**src/rtl/mux_scan.sv**
```systemverilog
// -----------------------------------------------------------------------------
// mux_scan
//
// Registered N-channel data multiplexer with two modes:
//   manual : the channel is picked directly by cntrl_sel
//   scan   : round-robin over the channels enabled in chan_mask, holding each
//            one for DWELL cycles
// Every output is a flop, so any input change reaches the outputs one edge
// later.
//
// Ports
//   clk          rising-edge clock
//   rst          synchronous, active-high reset
//   line_bus     CHANNELS*WIDTH input data, channel k at [k*WIDTH +: WIDTH]
//   cntrl_sel    manual-mode channel index
//   cntrl_mode   0 = manual, 1 = scan
//   chan_mask    scan-mode per-channel enable
//   output_line  registered selected data
//   output_valid output_line holds real channel data
//   active_chan  index of the channel on output_line
//   scan_wrap    one-cycle pulse when a scan advance lands on an index <= the
//                previous one
//
// State table
//   state          | meaning
//   ST_MANUAL      | cntrl_mode = 0, output follows cntrl_sel
//   ST_SCAN        | cntrl_mode = 1, at least one channel enabled
//   ST_SCAN_EMPTY  | cntrl_mode = 1, no channel enabled, outputs idle
// -----------------------------------------------------------------------------
module mux_scan #(
  parameter int WIDTH    = 8,
  parameter int CHANNELS = 4,
  parameter int SEL_W    = 2,
  parameter int DWELL    = 16
) (
  input  logic                        clk,
  input  logic                        rst,
  input  logic [CHANNELS*WIDTH-1:0]   line_bus,
  input  logic [SEL_W-1:0]            cntrl_sel,
  input  logic                        cntrl_mode,
  input  logic [CHANNELS-1:0]         chan_mask,
  output logic [WIDTH-1:0]            output_line,
  output logic                        output_valid,
  output logic [SEL_W-1:0]            active_chan,
  output logic                        scan_wrap
);

  // A 1-bit counter is kept for DWELL = 1 so the compare still has a vector.
  localparam int                DCNT_W     = (DWELL > 1) ? $clog2(DWELL) : 1;
  localparam logic [DCNT_W-1:0] DWELL_LAST = DCNT_W'(DWELL - 1);

  typedef enum logic [1:0] {
    ST_MANUAL     = 2'd0,
    ST_SCAN       = 2'd1,
    ST_SCAN_EMPTY = 2'd2
  } state_t;

  state_t              state_q, state_d;
  logic [SEL_W-1:0]    cur_q, cur_d;
  logic [DCNT_W-1:0]   dwell_q, dwell_d;
  logic [WIDTH-1:0]    line_q, line_d;
  logic                valid_q, valid_d;
  logic [SEL_W-1:0]    act_q, act_d;
  logic                wrap_q, wrap_d;

  logic [WIDTH-1:0]    chan_data [CHANNELS];
  logic [SEL_W-1:0]    lowest_en;
  logic [SEL_W-1:0]    next_en;
  logic                sel_ok;

  always_comb begin
    for (int k = 0; k < CHANNELS; k++) begin
      chan_data[k] = line_bus[k*WIDTH +: WIDTH];
    end
  end

  // Lowest enabled index: scanning downward lets the smallest hit win.
  always_comb begin
    lowest_en = '0;
    for (int k = CHANNELS - 1; k >= 0; k--) begin
      if (chan_mask[k]) begin
        lowest_en = SEL_W'(k);
      end
    end
  end

  // Next enabled index after cur_q, modulo CHANNELS. Offset CHANNELS maps back
  // to cur_q itself, which covers the single-enabled-channel case. Scanning
  // offsets downward lets the nearest hit win.
  always_comb begin
    next_en = cur_q;
    for (int off = CHANNELS; off >= 1; off--) begin
      if (chan_mask[(int'(cur_q) + off) % CHANNELS]) begin
        next_en = SEL_W'((int'(cur_q) + off) % CHANNELS);
      end
    end
  end

  assign sel_ok = (int'(cntrl_sel) < CHANNELS);

  always_comb begin
    state_d = state_q;
    cur_d   = '0;
    dwell_d = '0;
    line_d  = '0;
    valid_d = 1'b0;
    act_d   = '0;
    wrap_d  = 1'b0;

    if (!cntrl_mode) begin
      state_d = ST_MANUAL;
      if (sel_ok) begin
        line_d  = chan_data[cntrl_sel];
        valid_d = 1'b1;
        act_d   = cntrl_sel;
      end
    end else if (chan_mask == '0) begin
      state_d = ST_SCAN_EMPTY;
    end else begin
      state_d = ST_SCAN;
      if (state_q != ST_SCAN) begin
        // Fresh entry always restarts at the lowest enabled channel.
        cur_d   = lowest_en;
        dwell_d = '0;
      end else if ((dwell_q == DWELL_LAST) || !chan_mask[cur_q]) begin
        // Dwell expired, or the current channel was disabled mid-dwell.
        cur_d   = next_en;
        dwell_d = '0;
        wrap_d  = (next_en <= cur_q);
      end else begin
        cur_d   = cur_q;
        dwell_d = dwell_q + DCNT_W'(1);
      end
      line_d  = chan_data[cur_d];
      valid_d = 1'b1;
      act_d   = cur_d;
    end
  end

  always_ff @(posedge clk) begin
    if (rst) begin
      state_q <= ST_MANUAL;
      cur_q   <= '0;
      dwell_q <= '0;
      line_q  <= '0;
      valid_q <= 1'b0;
      act_q   <= '0;
      wrap_q  <= 1'b0;
    end else begin
      state_q <= state_d;
      cur_q   <= cur_d;
      dwell_q <= dwell_d;
      line_q  <= line_d;
      valid_q <= valid_d;
      act_q   <= act_d;
      wrap_q  <= wrap_d;
    end
  end

  assign output_line  = line_q;
  assign output_valid = valid_q;
  assign active_chan  = act_q;
  assign scan_wrap    = wrap_q;

endmodule

```
**config.mk**
```make
export PLATFORM = sky130hd
export DESIGN_NAME = mux_scan
export DESIGN_NICKNAME = d
export VERILOG_FILES = /design/src/rtl/mux_scan.sv
export SDC_FILE = /design/constraint.sdc
export NUM_CORES = 1
export LEC_CHECK = 0
export CORE_MARGIN = 2
export CORE_UTILIZATION = 35
export CTS_CLUSTER_SIZE = 12
export DETAILED_ROUTE_END_ITERATION = 12
export GPL_TIMING_DRIVEN = 0
export PLACE_DENSITY = 0.75
export RECOVER_POWER = 50
export SKIP_LAST_GASP = 1
export SLEW_MARGIN = 20
export SYNTH_ARGS = -nofsm -noshare
export SYNTH_HDL_FRONTEND = slang
export SYNTH_SLANG_ARGS = --single-unit
```
**constraint.sdc**
```tcl
create_clock -name clk -period 2.26 [get_ports clk]
set_input_delay 0.339 -clock clk [delete_from_list [all_inputs] [get_ports clk]]
set_output_delay 0.339 -clock clk [all_outputs]
set_load 0.05 [all_outputs]
```
==> results.md <==
- Outcome: completed
- Post-synthesis xor/xnor area fraction: under 10%
- DRC: 0
- Clock sink count: 20
- R2R depth: 7
- Total CTS buffers: 3
- CTS clk-pin slew, worst paths: around 0.070 ns
- GRT Util Overall: 15.4%
- Die Footprint: between 4000 and 5000 um^2
- Worst R2R End: output_line[4]
- Top post-synthesis cells by area: dfxtp_1 28%, mux2i_1 13%, mux4_4 12%
- Routability cong.: 0.822
- Global route total overflow: 0
- Crit. End Element: register
- Dpl cells: 233
- Synth area leader: dfxtp_1
- Static Leak: 0.801 nW
- Slowest-stage cell, CP: o32a_1
- Pin count of the biggest net entering global routing: 12
- Clock Path Buffers: 2
- Worst hold path startpoint: chan_mask[1]
- Post-synth top flop: dfxtp_1
- Final wirelength: 3270 um
- Core Area: 3940 um^2
- Later-pin clock latency in the skew report: roughly 0.26 ns
- Design area: 2010 um^2
- Vias in the first global route: 1,193
- Compound-Gate Fraction of Synth Area: 14.7%
- Syn_nets: 180
- FP Rows: 23
- Clock skew: 0.00101 ns
- YS warnings: 0
- Fin cells: 239
- Main combinational cell family by area after synthesis: multiplexers
- Post-Synth Adder-Cell Area: 2.65%
- Actual slew at the worst max-slew pin: around 0.70 ns
- Setup Viol. Count Final: 0
- Synth cell types: 42
- Crit-path max cell delay: 0.37 ns
- VDD IR max: 0.199 mV
- Buffers added on ports: 47
- Share of cells above drive strength 1: 15.9%
- Die height: 67.6 um
- DR iter-0 viols: 56
- FF-to-FF Start: cur_q[0]
- Cell Pwr Density: 503 nW/um^2
- Die Wd: 67.6 um
- Max cap viols: 0
- FF+latch count, synth: 20
- Cells after Synth: 136
- CP arrival: 2.19 ns
- CTS tree: yes
- First-pass GRT wire length: 5420 um
- CP max FO: 9
- Sequential area share after synthesis: 28.2%
- Post-DP HPWL: 2520 um
- ANT cells: 0
- Syn Area/Cell: 10.4 um^2
- Final period utilization: 91.4%
- Post-synthesis mux area share: roughly 28%
- Hold path cells: 4
- R2R setup slack: 0.19 ns
- DR vias/cell: a little over 5
- Simple-Gate Fraction of Synth Area: 16.9%
- CP Launch Type: register
- Worst min path class: in2reg
- Antenna violations before repair: 0
- CTS HTree Levels: 1
- First drt pass iteration count: 4
- Critical path data required time: 2.39 ns
- Layout Nets: roughly 230
- Hold Vio Cnt, Final: 0
- Worst hold endpoint: state_q[1]
- Max frequency: 484 MHz
- Max Slew Vio Count: 0
- Post-layout min period: 2.07 ns
- RSZ-0062 raised after global routing: no
- Routed wire per std cell: 13.7 um
- Post-DP Area: 1950 um^2
- CP Class: reg2reg
- Starting Density: 36.0%
- Async S/R FF share, synth: 0%
- Post-DRT Antenna Nets: 0
- Post-synth EDFFs: 0
- CTS Root Cell: clkbuf_8
- Post-synth design cell area: about 1400 um^2
- Yosys top cell area share: 28.2%
- Number of primary I/O pins: 53
- Slew margin rel.: 53.5%
- Layout area overhead: 42.1%
- Worst-path cell chain: buf_6 > nand2b_4 > a22o_1 > a211o_1 > o32a_1 > nand2_1 > o221ai_1
- Vias post-DR: ~1,200
## report_power, final
| part | switching, mW | leakage [nW] | internal [mW] |
|---|---|---|---|
| Combinational | 0.180 | 0.608 | 0.182 |
| Sequential | 0.00569 | 0.164 | 0.374 |
| Clock | 0.117 | 0.0288 | 0.155 |
## through the flow
| stage | hold WS [ns] | setup TNS (ns) | worst slack [ns] | utilization [%] | power [mW] |
|---|---|---|---|---|---|
| finish | 0.419 | 0 | 0.195 | 51.1 | 1.01 |
| global route | 0.431 | 0 | 0.0790 | 51.1 | 1.06 |
| CTS | 0.420 | 0 | 0.00983 | 51.3 | 1.03 |
| detailed placement | 0.445 | -3.08 | -0.375 | 49.5 | 0.755 |
| floorplan | 0.408 | 0 | 0.267 | - | 0.619 |
| global placement | 0.435 | -3.02 | -0.356 | 49.5 | 0.750 |
## layer usage
metal	global-route usage, %	vias to the layer above	part of all wire [%]
met5	0	-	0
met2	24.0	36	48
met3	4.33	2	6.7
met4	5.36	0	0.49
li1	-	619	-
met1	20.4	576	45
## flip-flops by register name, indices dropped and copies added, names as in the netlist
| register | count |
|---|---|
| output_line | 8 |
| dwell_q | 4 |
| state_q | 2 |
| active_chan | 2 |
| output_valid | 1 |
| scan_wrap | 1 |
| cur_q | 2 |
## Yosys cell counts (2+ instances only)
cell	number
nor2_1	6
inv_1	6
nand2b_1	3
mux2i_1	18
ha_1	3
mux4_4	7
a21oi_1	4
nor2b_1	2
and3_1	2
dfxtp_1	20
nor3_1	3
nand3_1	2
nand2_1	16
mux4_2	2
o21ai_0	2
clkbuf_1	2
buf_6	6
o221ai_1	8
## layout make-up
class / count / area (um^2)
fillers: 356 / 1930
multi-input cells: 99 / 903
repair buffers: 49 / 479
flip-flops and latches: 20 / 400
plain buffers: 10 / 87.6
well taps: 50 / 62.6
clock buffers: 4 / 55.1
inverters: 7 / 26.3
## worst max path at each step
stage	start	endpoint	slack, ns	depth (start not counted)
2_1_floorplan	chan_mask[3]	output_line[0]	0.27	8
3_3_place_gp	chan_mask[2]	output_line[0]	-0.36	8
3_5_place_dp	chan_mask[2]	output_line[4]	-0.38	8
4_1_cts	chan_mask[2]	output_line[4]	0.01	8
5_1_grt	cur_q[0]	output_line[6]	0.08	8
6_report	cur_q[0]	output_line[4]	0.19	7
## critical path: cells and delay by family, from the launching register on
kind | cells | cell delay, ns
AND/OR/NAND/NOR | 2 | 0.42
buffers and inverters | 1 | 0.14
flip-flops | 1 | 0.33
AO/OA/AOI/OAI | 4 | 1.06
## cells in the final DEF, fill, tap and decap left out, drive strengths merged, types with 3 or more instances in the layout
master / netlist / routed
nand2b: 4 / 4
mux2i: 18 / 18
clkbuf: 2 / 7
a21oi: 4 / 4
buf: 8 / 10
dlygate4sd3: 0 / 12
nand2: 16 / 16
nor3: 3 / 3
mux4: 9 / 9
o221ai: 8 / 8
clkdlybuf4s50: 0 / 34
inv: 7 / 7
dfxtp: 20 / 20
nor2: 7 / 7
ha: 3 / 3
## timing repair
| action | 4_1_cts | 5_1_grt |
|---|---|---|
| setup buffers | 2 | 0 |
| endpoints found under the setup margin | 8 | 9 |
| hold buffers | 0 | 0 |
| pin swaps | 1 | 0 |
| gates resized for setup | 0 | 1 |
## cells by family after synthesis
family,count (synthesis)
AOI/OAI and AO/OA,24
DFF,20
xor gates and xnor gates,2
and+or+nand+nor,43
muxes,27
buffers and inverters,17
adders and majority gates,3
Power figures use the tool's default switching activity.
